$ cat src/rtl/tetris_piece_ctrl.sv
// Falling-piece sequencer: spawns pieces, proposes moves to an external
// collision checker, commits or rejects them and hands locked pieces to the board.
package tetris_piece_pkg;
  typedef enum logic [2:0] {
    PIECE_I = 3'd0,
    PIECE_O = 3'd1,
    PIECE_T = 3'd2,
    PIECE_S = 3'd3,
    PIECE_Z = 3'd4,
    PIECE_J = 3'd5,
    PIECE_L = 3'd6
  } piece_type_t;

  typedef enum logic [1:0] {
    ROT_0   = 2'd0,
    ROT_90  = 2'd1,
    ROT_180 = 2'd2,
    ROT_270 = 2'd3
  } rotation_t;

  typedef enum logic [2:0] {
    CMD_NONE      = 3'd0,
    CMD_LEFT      = 3'd1,
    CMD_RIGHT     = 3'd2,
    CMD_ROTATE    = 3'd3,
    CMD_SOFT_DROP = 3'd4
  } command_t;

  typedef struct packed {
    piece_type_t piece;
    rotation_t   rot;
    logic [3:0]  x;
    logic [4:0]  y;
  } active_piece_t;
endpackage

module tetris_piece_ctrl
  import tetris_piece_pkg::*;
#(
  parameter logic [3:0] SPAWN_X = 4'd3,
  parameter logic [4:0] SPAWN_Y = 5'd0
) (
  input  logic          clk,
  input  logic          reset,
  input  logic          start,
  input  logic          cmd_valid,
  input  logic [2:0]    cmd,
  input  logic          gravity_tick,
  input  logic [2:0]    next_piece,
  output logic          piece_req,
  output logic          chk_req,
  output active_piece_t chk_piece,
  input  logic          chk_ack,
  input  logic          chk_collide,
  output logic          lock_req,
  input  logic          lock_ack,
  output active_piece_t active_piece,
  output logic          piece_valid,
  output logic          game_over
);

  typedef enum logic [2:0] {
    S_IDLE      = 3'd0,
    S_SPAWN     = 3'd1,
    S_WAIT      = 3'd2,
    S_CHECK     = 3'd3,
    S_LOCK      = 3'd4,
    S_GAME_OVER = 3'd5
  } state_t;

  typedef enum logic [1:0] {
    KIND_SPAWN = 2'd0,
    KIND_DOWN  = 2'd1,
    KIND_SIDE  = 2'd2
  } kind_t;

  localparam active_piece_t RESET_PIECE = '{piece: PIECE_I, rot: ROT_0, x: SPAWN_X, y: SPAWN_Y};

  state_t        state_q, state_d;
  kind_t         kind_q, kind_d;
  active_piece_t cand_q, cand_d;
  active_piece_t active_q, active_d;
  logic          valid_q, valid_d;
  logic          over_q, over_d;
  logic          grav_pend, cmd_pend;
  command_t      cmd_q;
  command_t      cmd_in;
  logic          running, grav_ev, cmd_ev;
  logic          launch_grav, launch_cmd, drop_pend;
  active_piece_t down_cand;

  assign cmd_in    = command_t'(cmd);
  assign running   = (state_q != S_IDLE) && (state_q != S_GAME_OVER);
  assign grav_ev   = gravity_tick && running;
  assign cmd_ev    = cmd_valid && running &&
                     ((cmd_in == CMD_LEFT) || (cmd_in == CMD_RIGHT) ||
                      (cmd_in == CMD_ROTATE) || (cmd_in == CMD_SOFT_DROP));
  assign down_cand = '{piece: active_q.piece, rot: active_q.rot,
                       x: active_q.x, y: active_q.y + 5'd1};

  assign chk_piece    = cand_q;
  assign active_piece = active_q;
  assign piece_valid  = valid_q;
  assign game_over    = over_q;

  always_ff @(posedge clk or posedge reset) begin
    if (reset) state_q <= S_IDLE;
    else       state_q <= state_d;
  end

  // Edge guards reject sideways moves silently; a down move off the floor locks directly.
  always_comb begin
    state_d     = state_q;
    kind_d      = kind_q;
    cand_d      = cand_q;
    active_d    = active_q;
    valid_d     = valid_q;
    over_d      = over_q;
    launch_grav = 1'b0;
    launch_cmd  = 1'b0;
    drop_pend   = 1'b0;
    piece_req   = 1'b0;
    chk_req     = 1'b0;
    lock_req    = 1'b0;
    case (state_q)
      S_IDLE: begin
        if (start) state_d = S_SPAWN;
      end
      S_SPAWN: begin
        piece_req = 1'b1;
        cand_d    = '{piece: piece_type_t'(next_piece), rot: ROT_0, x: SPAWN_X, y: SPAWN_Y};
        kind_d    = KIND_SPAWN;
        state_d   = S_CHECK;
      end
      S_WAIT: begin
        if (grav_pend) begin
          launch_grav = 1'b1;
          kind_d      = KIND_DOWN;
          cand_d      = down_cand;
          state_d     = (active_q.y == 5'd31) ? S_LOCK : S_CHECK;
        end else if (cmd_pend) begin
          launch_cmd = 1'b1;
          case (cmd_q)
            CMD_LEFT: begin
              kind_d = KIND_SIDE;
              if (active_q.x != 4'd0) begin
                cand_d   = active_q;
                cand_d.x = active_q.x - 4'd1;
                state_d  = S_CHECK;
              end
            end
            CMD_RIGHT: begin
              kind_d = KIND_SIDE;
              if (active_q.x != 4'd15) begin
                cand_d   = active_q;
                cand_d.x = active_q.x + 4'd1;
                state_d  = S_CHECK;
              end
            end
            CMD_ROTATE: begin
              kind_d     = KIND_SIDE;
              cand_d     = active_q;
              cand_d.rot = rotation_t'(active_q.rot + 2'd1);
              state_d    = S_CHECK;
            end
            CMD_SOFT_DROP: begin
              kind_d  = KIND_DOWN;
              cand_d  = down_cand;
              state_d = (active_q.y == 5'd31) ? S_LOCK : S_CHECK;
            end
            default: state_d = S_WAIT;
          endcase
        end
      end
      S_CHECK: begin
        chk_req = 1'b1;
        if (chk_ack) begin
          if (!chk_collide) begin
            active_d = cand_q;
            if (kind_q == KIND_SPAWN) valid_d = 1'b1;
            state_d = S_WAIT;
          end else begin
            case (kind_q)
              KIND_DOWN:  state_d = S_LOCK;
              KIND_SPAWN: begin
                over_d  = 1'b1;
                state_d = S_GAME_OVER;
              end
              default:    state_d = S_WAIT;
            endcase
          end
        end
      end
      S_LOCK: begin
        lock_req = 1'b1;
        if (lock_ack) begin
          valid_d   = 1'b0;
          drop_pend = 1'b1;
          state_d   = S_SPAWN;
        end
      end
      S_GAME_OVER: begin
        if (start) begin
          over_d  = 1'b0;
          state_d = S_SPAWN;
        end
      end
      default: state_d = S_IDLE;
    endcase
  end

  // A fresh event arriving in its own launch cycle stays pending for the next move.
  always_ff @(posedge clk or posedge reset) begin
    if (reset) begin
      kind_q    <= KIND_SPAWN;
      cand_q    <= '0;
      active_q  <= RESET_PIECE;
      valid_q   <= 1'b0;
      over_q    <= 1'b0;
      grav_pend <= 1'b0;
      cmd_pend  <= 1'b0;
      cmd_q     <= CMD_NONE;
    end else begin
      kind_q   <= kind_d;
      cand_q   <= cand_d;
      active_q <= active_d;
      valid_q  <= valid_d;
      over_q   <= over_d;
      if (drop_pend) begin
        grav_pend <= 1'b0;
        cmd_pend  <= 1'b0;
      end else begin
        if (grav_ev)          grav_pend <= 1'b1;
        else if (launch_grav) grav_pend <= 1'b0;
        if (cmd_ev) begin
          cmd_pend <= 1'b1;
          cmd_q    <= cmd_in;
        end else if (launch_cmd) begin
          cmd_pend <= 1'b0;
        end
      end
    end
  end

endmodule
$ cat config.mk
export PLATFORM = sky130hd
export DESIGN_NAME = tetris_piece_ctrl
export DESIGN_NICKNAME = d
export VERILOG_FILES = /design/src/rtl/tetris_piece_ctrl.sv
export SDC_FILE = /design/constraint.sdc
export NUM_CORES = 1
export LEC_CHECK = 0
export BUFFER_PORTS_ARGS = -buffer_cell sky130_fd_sc_hd__clkbuf_2
export CORE_MARGIN = 3
export CORE_UTILIZATION = 45
export DETAILED_ROUTE_END_ITERATION = 6
export PLACE_DENSITY = 0.68
export SLEW_MARGIN = 25
export SYNTH_ARGS = -nofsm -noshare
export SYNTH_HDL_FRONTEND = slang
export SYNTH_SLANG_ARGS = --single-unit
$ cat constraint.sdc
create_clock -name clk -period 2.9 [get_ports clk]
set_clock_uncertainty 0.1 [all_clocks]
set_input_delay 0.435 -clock clk [delete_from_list [all_inputs] [get_ports clk]]
set_output_delay 0.435 -clock clk [all_outputs]
set_load 0.01 [all_outputs]
# Word level (Yosys, flattened, before mapping)
# Index checks and enable logic that the tools add are counted.
# word_totals
regBits	40
output_inout_bits	33
input_bits	14
word_cells	122
# op_classes
bitwise	2
eq_ne	29
addsub	4
reduce_logical	25
muxes	47
# ops
cell	count
2-to-1 mux 14 bit	4
one-hot mux 14 bit (4 select lines)	1
one-hot mux 14 bit (2 select lines)	1
2-to-1 mux 3 bit	9
2-to-1 mux 1 bit	23
equality test 3 x 2 -> 1 bit (second input constant)	6
one-hot mux 3 bit (5 select lines)	1
AND reduction 5 bit	3
equality test 3 bit (second input constant)	4
!= test 2 bit (second input constant)	6
!= test 4 bit (second input constant)	3
one-hot mux 3 bit (4 select lines)	1
equality test 3 x 1 -> 1 bit (second input constant)	3
nonzero test 3 bit	3
one-hot mux 2 bit (2 select lines)	2
!= test 3 bit (second input constant)	2
!= test 6 x 3 -> 1 bit (second input constant)	1
one-hot mux 3 bit (2 select lines)	1
AND reduction 3 bit	2
AND reduction 6 bit	1
nonzero test 2 bit	3
adder 5 x 1 -> 5 bit (second input constant)	1
equality test 5 bit (second input constant)	1
adder 4 x 1 -> 4 bit (second input constant)	1
16 further kinds	24

# Depth between registers and ports, before layout
# Gate-level depths: netlist (run 1).
# logic_depth
word_depth	7
mapped_depth	8
mapped_depth_nobuf	7

# Worst setup path after synthesis (run 1)
# OpenSTA, ideal clock, no wires.
# synth_timing
path_type	register to register
start	reg cmd_q[2]
end	reg cand_q (netlist bit chk_piece[8])
period_less_slack_ns	2.308
setup_ns	0.122
t_arrival_ns	2.086
path_slack_ns	0.592
stages_incl_launch_ff	9
path_buffers	1
cell_sequence	dfrtp_1 > buf_2 > or3b_1 > ha_1 > nand3_1 > and4b_1 > o31ai_1 > xor2_1 > o2bb2ai_1
# synth_between
elab_chain_cells	5
# synth_rtl
element	line	rtl
start, declared	86	command_t cmd_q;
start signal, assigned	237	cmd_q <= cmd_in;
equality test 3 bit, or another cell as far along	143	case (cmd_q)
one-hot mux 14 bit (4 select lines)	143	
2-to-1 mux 14 bit	141	end else if (cmd_pend) begin
2-to-1 mux 14 bit	136	if (grav_pend) begin
one-hot mux 14 bit (2 select lines)	125	case (state_q)
end signal, assigned	225	cand_q <= cand_d;
end, declared	81	active_piece_t cand_q, cand_d;
# Several ways; a longest one is shown, not always the timed one. The select of a mux whose other input is x is not followed.
# A chain may end at the register's enable or synchronous reset.

# Final worst setup path (run 1)
# layout_timing
start	reg cmd_q[1]
end	reg cand_q (netlist bit chk_piece[8])
# Same word-level chain as after synthesis.

==> results.md, run 1 <==
- The kind of start point of the critical path is a register.
- The final global-route overflow total is 0.
- Counting every net in the synthesized netlist gives roughly 230.
- The height of the chip is about 77 um.
- dfrtp_1 is the most common cell in the netlist.
- Hold repair after CTS inserted 0 buffers.
- On the critical path, the stage with the largest delay is an instance of dfrtp_1.
- The number of antenna repair diodes is 0.
- Among cell families on the critical path, the largest total delay comes from simple AND/OR/NAND/NOR gates.
- The share of the synthesized area in the top cell type is 0.4167.
- The number of antenna violations at the first check in global routing is 0.
- In the post-synthesis netlist, the biggest area contributors are dfrtp_1, mux2_2, mux2_4.
- The detailed-route DRC error count is 0.
- The cell sitting at the root of the clock tree is a clkbuf_8.
- The final setup slack of the worst path is about 0.46 ns.
- The signal on the critical path passes through or3b_1 -> ha_1 -> nand3_1 -> and4b_1 -> o31ai_1 -> xor2_1 -> o2bb2ai_1.
- The fill cell instance count of the final layout is between 400 and 500.
- The maximum number of pins on one net before global-route repair is slightly above 40.
- The transition time at the pin with the least slew margin is 0.6116 ns.
- Derived from the worst setup path, the maximum achievable clock frequency is roughly 410 MHz.
- The share of final-layout standard cells stronger than drive strength 1 is 0.3668.
- The estimated wirelength of the detail-placed design is around 3600 um.
- Setup repair after global routing left no endpoint under its margin.
- The setup TNS after final layout is 0 ns.
- Of the total power, the share spent switching nets is 0.4092.
- The netlist area before placement is around 2300 um2.
- The routed layout has between 1,500 and 2,000 vias.
- The commonest cells after synthesis are dfrtp_1, nand2_1, mux2_2.
- Clock latency on the worst-skew pair, taken at its later pin, is around 0.3 ns.
- Of the total power, the clock network draws 0.188.
- Max-cap violations in this run came to 0.
- The hold violation count in the final report is 0.
- The ratio of final minimum period to clock period is 0.8414.
- The maximum count of clock buffers along a single path is 2.
- The clock net in this run drives a total of 40 sinks.
- The sequential-to-total area share from yosys stat is 0.4397.
- Headroom to the max-slew limit came out at 0.5891.
- The number of flops mapped to enable cells by yosys is 0.
- The synthesized design spends more area on one cell type than any other, namely dfrtp_1.
- The post-synthesis sequential element count is 40.
- The internal portion of the total power is about 1.5 mW.
- The worst path in the final design needs a cycle of ~2.4 ns, including I/O delays and setup.
- The type of the worst setup path is reg2reg.
- The total die area is approximately 6000 um2.
- The run finished with clean final reports.
- The data arrival time at the worst-slack endpoint is around 2.5 ns.
- Of the total power, registers draw 0.382.
- The most common flop cell mapped by yosys is dfrtp_1.
- After clock tree synthesis, the clock-pin slew on the worst setup and hold paths is about 0.080 ns.
- The starting density of the core is 0.4738.
- In this run the power spent charging and discharging nets is roughly 1.0 mW.
- The detail route stage leaves a number of antenna-violating nets equal to 0.
- Compared with the post-synthesis result, the final layout area differs by 16.56%.
- The final net count is roughly 280.
- The maximum ir drop on the vdd rail is 436.5 uV.
- The type of the most critical hold path is in2async.
- The number of buffers created by CTS is 5.
- TritonCTS built the clock tree.
- The final total power is ~2.5 mW.
- between 40 and 50 I/O pins were placed.
- The delay of the slowest cell on the worst path is around 0.5 ns.
- The final estimated routing congestion in global placement is 0.8249.
- Dividing total power by cell area gives a power density of between 900 and 1000 nW/um2.
- The worst hold slack after final layout is 0.1244 ns.
- The length of the first detailed-routing pass in iterations is 4.
- The post-CTS setup repair buffer count is 0.
- The die is approximately 77 um wide.
- The number of rows in the core area is 25.
- The via count of the first global-routing pass is 1,712.
- Setup violations remaining at the end of the flow were counted as 0.
- Yosys printed 0 warnings.
- The global-route wire length before repair is between 8000 and 9000 um.
- The instance area at placement is about 2500 um2.
- The per-instance average area after synthesis is around 11 um2.
- Counting both buffers and inverters, the worst setup path holds a total of 0.
- The sequential cells in the finished layout cover a total of 1003 um2.
- After clock tree synthesis, the repair step resized 0 gates.
- The cell count after synthesis is approximately 210.
- The port buffer count is 46.
- The placeable core region is just under 5000 um2.
- The number of different library cells used by synthesis comes to between 50 and 60.
- The number of levels in the clock H-tree is 2.
- The final-report max-slew violation count came to 0.
- The required time at the worst-slack endpoint is between 2 and 3 ns.
- The average via count per standard cell is 5.255.
- The kind of capture point of the worst setup path is a register.
- Of the total power, combinational logic draws 0.430.
- The multi-input combinational cells in the finished layout cover a total of between 1000 and 1500 um2.
- The total wire length is about 4900 um.
- Along the worst path, the maximum fanout reaches 12.
- Counting flops with an async set or reset pin after synthesis yields a share of 1.000.
- Prior to clock tree synthesis, the placed netlist has a worst setup slack of 0.4729 ns.
- The final design instance area without fill is between 2000 and 3000 um2.
- The first-iteration detailed-routing DRC count is 75.
- Summed over all cells, the static leakage comes to between 1 and 1.5 nW.
- The routed length per placed instance is 14.88 um.
- The global-route usage over all layers is 0.1728.
-- worst register-to-register path, delay by kind of cell (launching register included) --
family                   cells  cell delay (ns)
AO/OA/AOI/OAI                2             0.37
XOR/XNOR                     1             0.19
adder cells (fa/ha/maj)      1             0.37
flip-flops                   1             0.50
AND/OR/NAND/NOR              3             0.81
-- metrics by stage --
step	cells	utilization
2_1_floorplan	213	-
3_3_place_gp	318	0.5283
3_5_place_dp	318	0.5283
4_1_cts	326	0.5522
5_1_grt	326	0.5522
6_report	326	0.5522
-- cells by family (layout without fill, tap and decap cells) --
kind of cell	after synthesis	count (layout)	share of synthesized area
buf+inv	15	61	0.03728
flops	40	40	0.4397
simple gates	76	76	0.1826
xor+xnor	9	9	0.03454
fa+ha+maj	5	5	0.03070
compound gates	37	37	0.1097
mux	31	31	0.1656
-- cell usage in the layout (no fill, tap or decap), types with 3 or more instances in the layout --
master and n:
clkbuf_2 46, dfrtp_1 38, nand2_1 23, mux2_2 22
nor2_1 15, a21oi_1 8, mux2_4 8, o21ai_0 7
nor2b_1 6, nand3_1 6, xnor2_1 6, inv_1 5
nor3_1 5, nand2b_1 5, clkbuf_8 5, ha_1 4
a31oi_1 3, xor2_1 3, o31ai_1 3
-- flip-flops by register name, indices dropped and copies added (netlist names) --
name and cells:
active_piece 14, chk_piece 14, cmd_pend 1, cmd_q 3, game_over 1, grav_pend 1, kind_q 2, piece_valid 1
state_q 3
-- worst paths after layout --
kind / start / end / slack (ns) / depth (start not counted)
worst max-delay path: cmd_q[1] / chk_piece[8] / 0.46 / 7
worst min-delay path: reset / chk_piece[13] / 0.12 / 3
worst max register to register: cmd_q[1] / chk_piece[8] / 0.46 / 7
worst min register to register: piece_valid / piece_valid / 0.42 / 1
max in group asynchronous: reset / active_piece[6] / 2.21 / 3
min in group clk: start / game_over / 0.25 / 2
-- layer usage --
layer | GRT usage | vias to the layer above | share of wire
li1 | - | 845 | -
met1 | 0.2390 | 830 | 0.49
met2 | 0.2720 | 34 | 0.46
met3 | 0.03873 | 4 | 0.038
met4 | 0.04804 | 0 | 0.0099
met5 | 0 | - | 0
-- power by group through the flow --
stage / clock [mW] / sequential (mW) / combinational (mW)
final: 0.470 / 0.955 / 1.08
after global placement: 0 / 0.953 / 1.07
after CTS: 0.484 / 0.954 / 1.09
after floorplan: 0 / 0.881 / 0.935
after detailed placement: 0 / 0.963 / 1.09
after global routing: 0.504 / 0.989 / 1.19
-- final cells by class --
type	instances	share of cell area
Multi-Input combinational cell	158	0.4487
Sequential cell	40	0.3772
Timing Repair Buffer	48	0.09219
Tap cell	67	0.03151
Clock buffer	5	0.02587
Clock inverter	3	0.01740
Inverter	5	0.007056
(Power assumes the default switching activity.)
==> run 2: changes to the inputs <==
--- a/config.mk
+++ b/config.mk
@@ -9,7 +9,7 @@
 export CORE_MARGIN = 3
 export CORE_UTILIZATION = 45
 export DETAILED_ROUTE_END_ITERATION = 6
-export PLACE_DENSITY = 0.68
+export PLACE_DENSITY = 0.7
 export SLEW_MARGIN = 25
 export SYNTH_ARGS = -nofsm -noshare
 export SYNTH_HDL_FRONTEND = slang
==> constraint.sdc (replaced) <==
create_clock -name clk -period 2.22 [get_ports clk]
set_clock_uncertainty 0.1 [all_clocks]
set_input_delay 0.333 -clock clk [delete_from_list [all_inputs] [get_ports clk]]
set_output_delay 0.333 -clock clk [all_outputs]
set_load 0.01 [all_outputs]
==> run 2 against run 1 <==
Combinational power increased by 65%. Sequential power increased by 24%. Non-clock buffer count increased by 13. Clock power increased by 25%. Global-route usage increased by 1.0 points. Die area unchanged. Largest cell class unchanged. Maximum frequency increased by 13%. Cell area increased by 5.6%. Setup slack got worse by 0.39 ns. Worst hold slack got worse by 0.078 ns.
==> results.md, run 2 (same netlist as run 1, synthesis figures left out) <==
- The run finished with clean final reports.
- The number of top-level pins is 47.
- After clock tree synthesis, the clock-pin slew on the worst setup and hold paths is approximately 0.08 ns.
- After detailed placement, the design holds a cell count of about 330.
- Summed over all cells, the static leakage comes to between 1 and 1.5 nW.
- The detailed-route DRC error count is 0.
- Timing would allow up to 464.5 MHz.
- The area growth from synthesis to layout is 23.14%.
- The number of levels in the clock H-tree is 2.
- The hold violation count in the final report is 0.
- The layout has roughly 440 filler cells.
- The most common cell after layout, fill and taps aside is clkbuf_2.
- For this run, global-route usage on met2 was measured as 0.2798.
- The core occupancy in the finished layout is 0.5834.
- In the layout the commonest cells are clkbuf_2, dfrtp_1, nand2_1, mux2_2.
- STA classifies the critical path startpoint as a register.
- In this run the power density over the cells is between 1000 and 1500 nW/um2.
- The global-route wire length before repair is roughly 8700 um.
- The tool flagged a number of max-cap violations equal to 0.
- The ratio of final minimum period to clock period is 0.9698.
- The largest individual stage delay along the critical path comes from the cell or3b_4.
- The floorplan has 25 rows.
- The total overflow left after global routing is 0.
- The delay of the slowest cell on the worst path is around 0.44 ns.
- Summed over all nets, the half-perimeter wirelength after detailed placement is 3713 um.
- The met1 track demand over resource in global routing is 0.2594.
- The via count of the first global-routing pass came to roughly 1,800.
- The average via count per standard cell is about 5.3.
- The clock tree from TritonCTS is done.
- After detailed routing, the average wire length per cell comes to 15.13 um.
- The first detailed-routing pass took 4 iterations.
- The final net count is between 200 and 300.
- At the placement stage, the worst setup path has a slack of about 0.053 ns.
- Walking the worst path, the cells encountered are or3b_4 -> ha_4 -> a21oi_2 -> and4b_1 -> o31ai_2 -> xor2_1 -> o2bb2ai_1.
- The placeable core region is a little under 5000 um2.
- The number of antenna repair diodes is 0.
- Across all layers, the routed design uses 1,802 vias.
- The transition time at the pin with the least slew margin is 0.6305 ns.
- Clock tree synthesis found a total of 40 sinks.
- The final design instance area without fill is ~2800 um2.
- The number of buffers added to fix hold violations after cts is 0.
- The maximum ir drop on the vdd rail is between 600 and 700 uV.
- In this run the horizontal extent of the chip is between 70 and 80 um.
- The count of final setup violators is 0.
- The maximum number of pins on one net before global-route repair is 41.
- The required time at the worst-slack endpoint is about 2.3 ns.
- The final cell count without fillers is 340.
- Together, buffers and inverters on the worst path number 0.
- The final-report max-slew violation count came to 0.
- In this run the worst path has a maximum fanout of 3.
- The smallest clock period supported by the final layout is computed as approximately 2.2 ns.
- In this run the most used layer during global routing was met2.
- The final setup slack of the worst path is roughly 0.067 ns.
- The share of final-layout standard cells stronger than drive strength 1 is 0.4176.
- The root buffer cell is clkbuf_8.
- For this run, global-route usage on met3 was measured as 0.03873.
- The total wire length is approximately 5100 um.
- The type of the most critical hold path is in2async.
- The global-route usage over all layers is 0.1832.
- The worst-skew pair later-pin latency is 0.29 ns.
- The die covers ~6000 um2.
- The instance area at placement is 2648 um2.
- The final estimated routing congestion in global placement is ~0.80.
- In this run the remaining antenna-violating nets after routing total 0.
- Setup repair after global routing could not meet its margin everywhere.
- No sink is reached through more buffers than the 2 on the longest clock path.
- The starting density of the core is 0.4738.
- The number of antenna violations at the first check in global routing is 0.
- The kind of cell adding the most delay to the critical path is simple AND/OR/NAND/NOR gates.
- From bottom edge to top edge, the die measures around 77 um.
- Input and output buffers added on the ports amount to 46.
- The worst slew margin relative to its limit is 0.5765.
- At the worst endpoint, the arrival time is about 2.2 ns.
- The critical path in this run is classified as reg2reg.
- After layout, the design draws a total of between 3 and 4 mW.
- The kind of capture point of the worst setup path is a register.
- The number of buffers created by CTS is 5.
- After the first detailed-routing iteration, the DRC count stood at around 120.
run 2: changes by cell type in the layout (fill, tap and decap cells not counted), sizes merged:
cell,change
inv,-1
clkbuf,+1
clkinvlp,-1
nand2,+1
buf,+13
clkinv,+1
run 2: stage by stage:
stage / TNS, ns / hold slack [ns]
floorplan: 0 / 0.3375
global placement: 0 / 0.3636
detailed placement: 0 / 0.3812
CTS: 0 / 0.05821
global route: -0.01429 / 0.08441
finish: 0 / 0.04651
run 2: cell type report:
type,instances,area (um2),area share
clock buffer,6,72.57,0.02582
clock inverter,2,35.03,0.01247
inverter,5,18.77,0.006679
multi-input combinational,159,1254,0.4461
sequential,40,1003,0.3571
tap,67,83.83,0.02983
timing repair buffer,61,342.8,0.1220
run 2: worst paths after layout:
path	depth (start not counted)	to	start	slack (ns)
max	7	chk_piece[8]	cmd_q[0]	0.07
min	3	active_piece[11]	reset	0.05
max reg2reg	7	chk_piece[8]	cmd_q[0]	0.07
min reg2reg	1	chk_piece[3]	chk_piece[3]	0.42
max in group asynchronous	3	active_piece[6]	reset	1.61
min in group clk	3	grav_pend	gravity_tick	0.15
run 2: metal layers:
metal  up-vias  share of wire
met5         -              0
met4         0          0.012
met3         7          0.050
met2        49           0.47
met1       865           0.47
li1        881              -
run 2: worst register-to-register path, stage by stage, from the launching register on:
cell,delay (ns)
dfrtp_1,0.40
or3b_4,0.44
ha_4,0.32
a21oi_2,0.07
and4b_1,0.21
o31ai_2,0.25
xor2_1,0.17
o2bb2ai_1,0.07
run 2: what timing repair did:
action                                  CTS  global route
buffers inserted                          0             2
gates resized for setup                   0             5
endpoints found under the setup margin    0             5
run 2: report_power, final:
| group | switching [mW] | internal [mW] |
|---|---|---|
| clock | 0.253 | 0.334 |
| combinational | 0.933 | 0.846 |
| sequential | 0.240 | 0.943 |
| total | 1.43 | 2.12 |
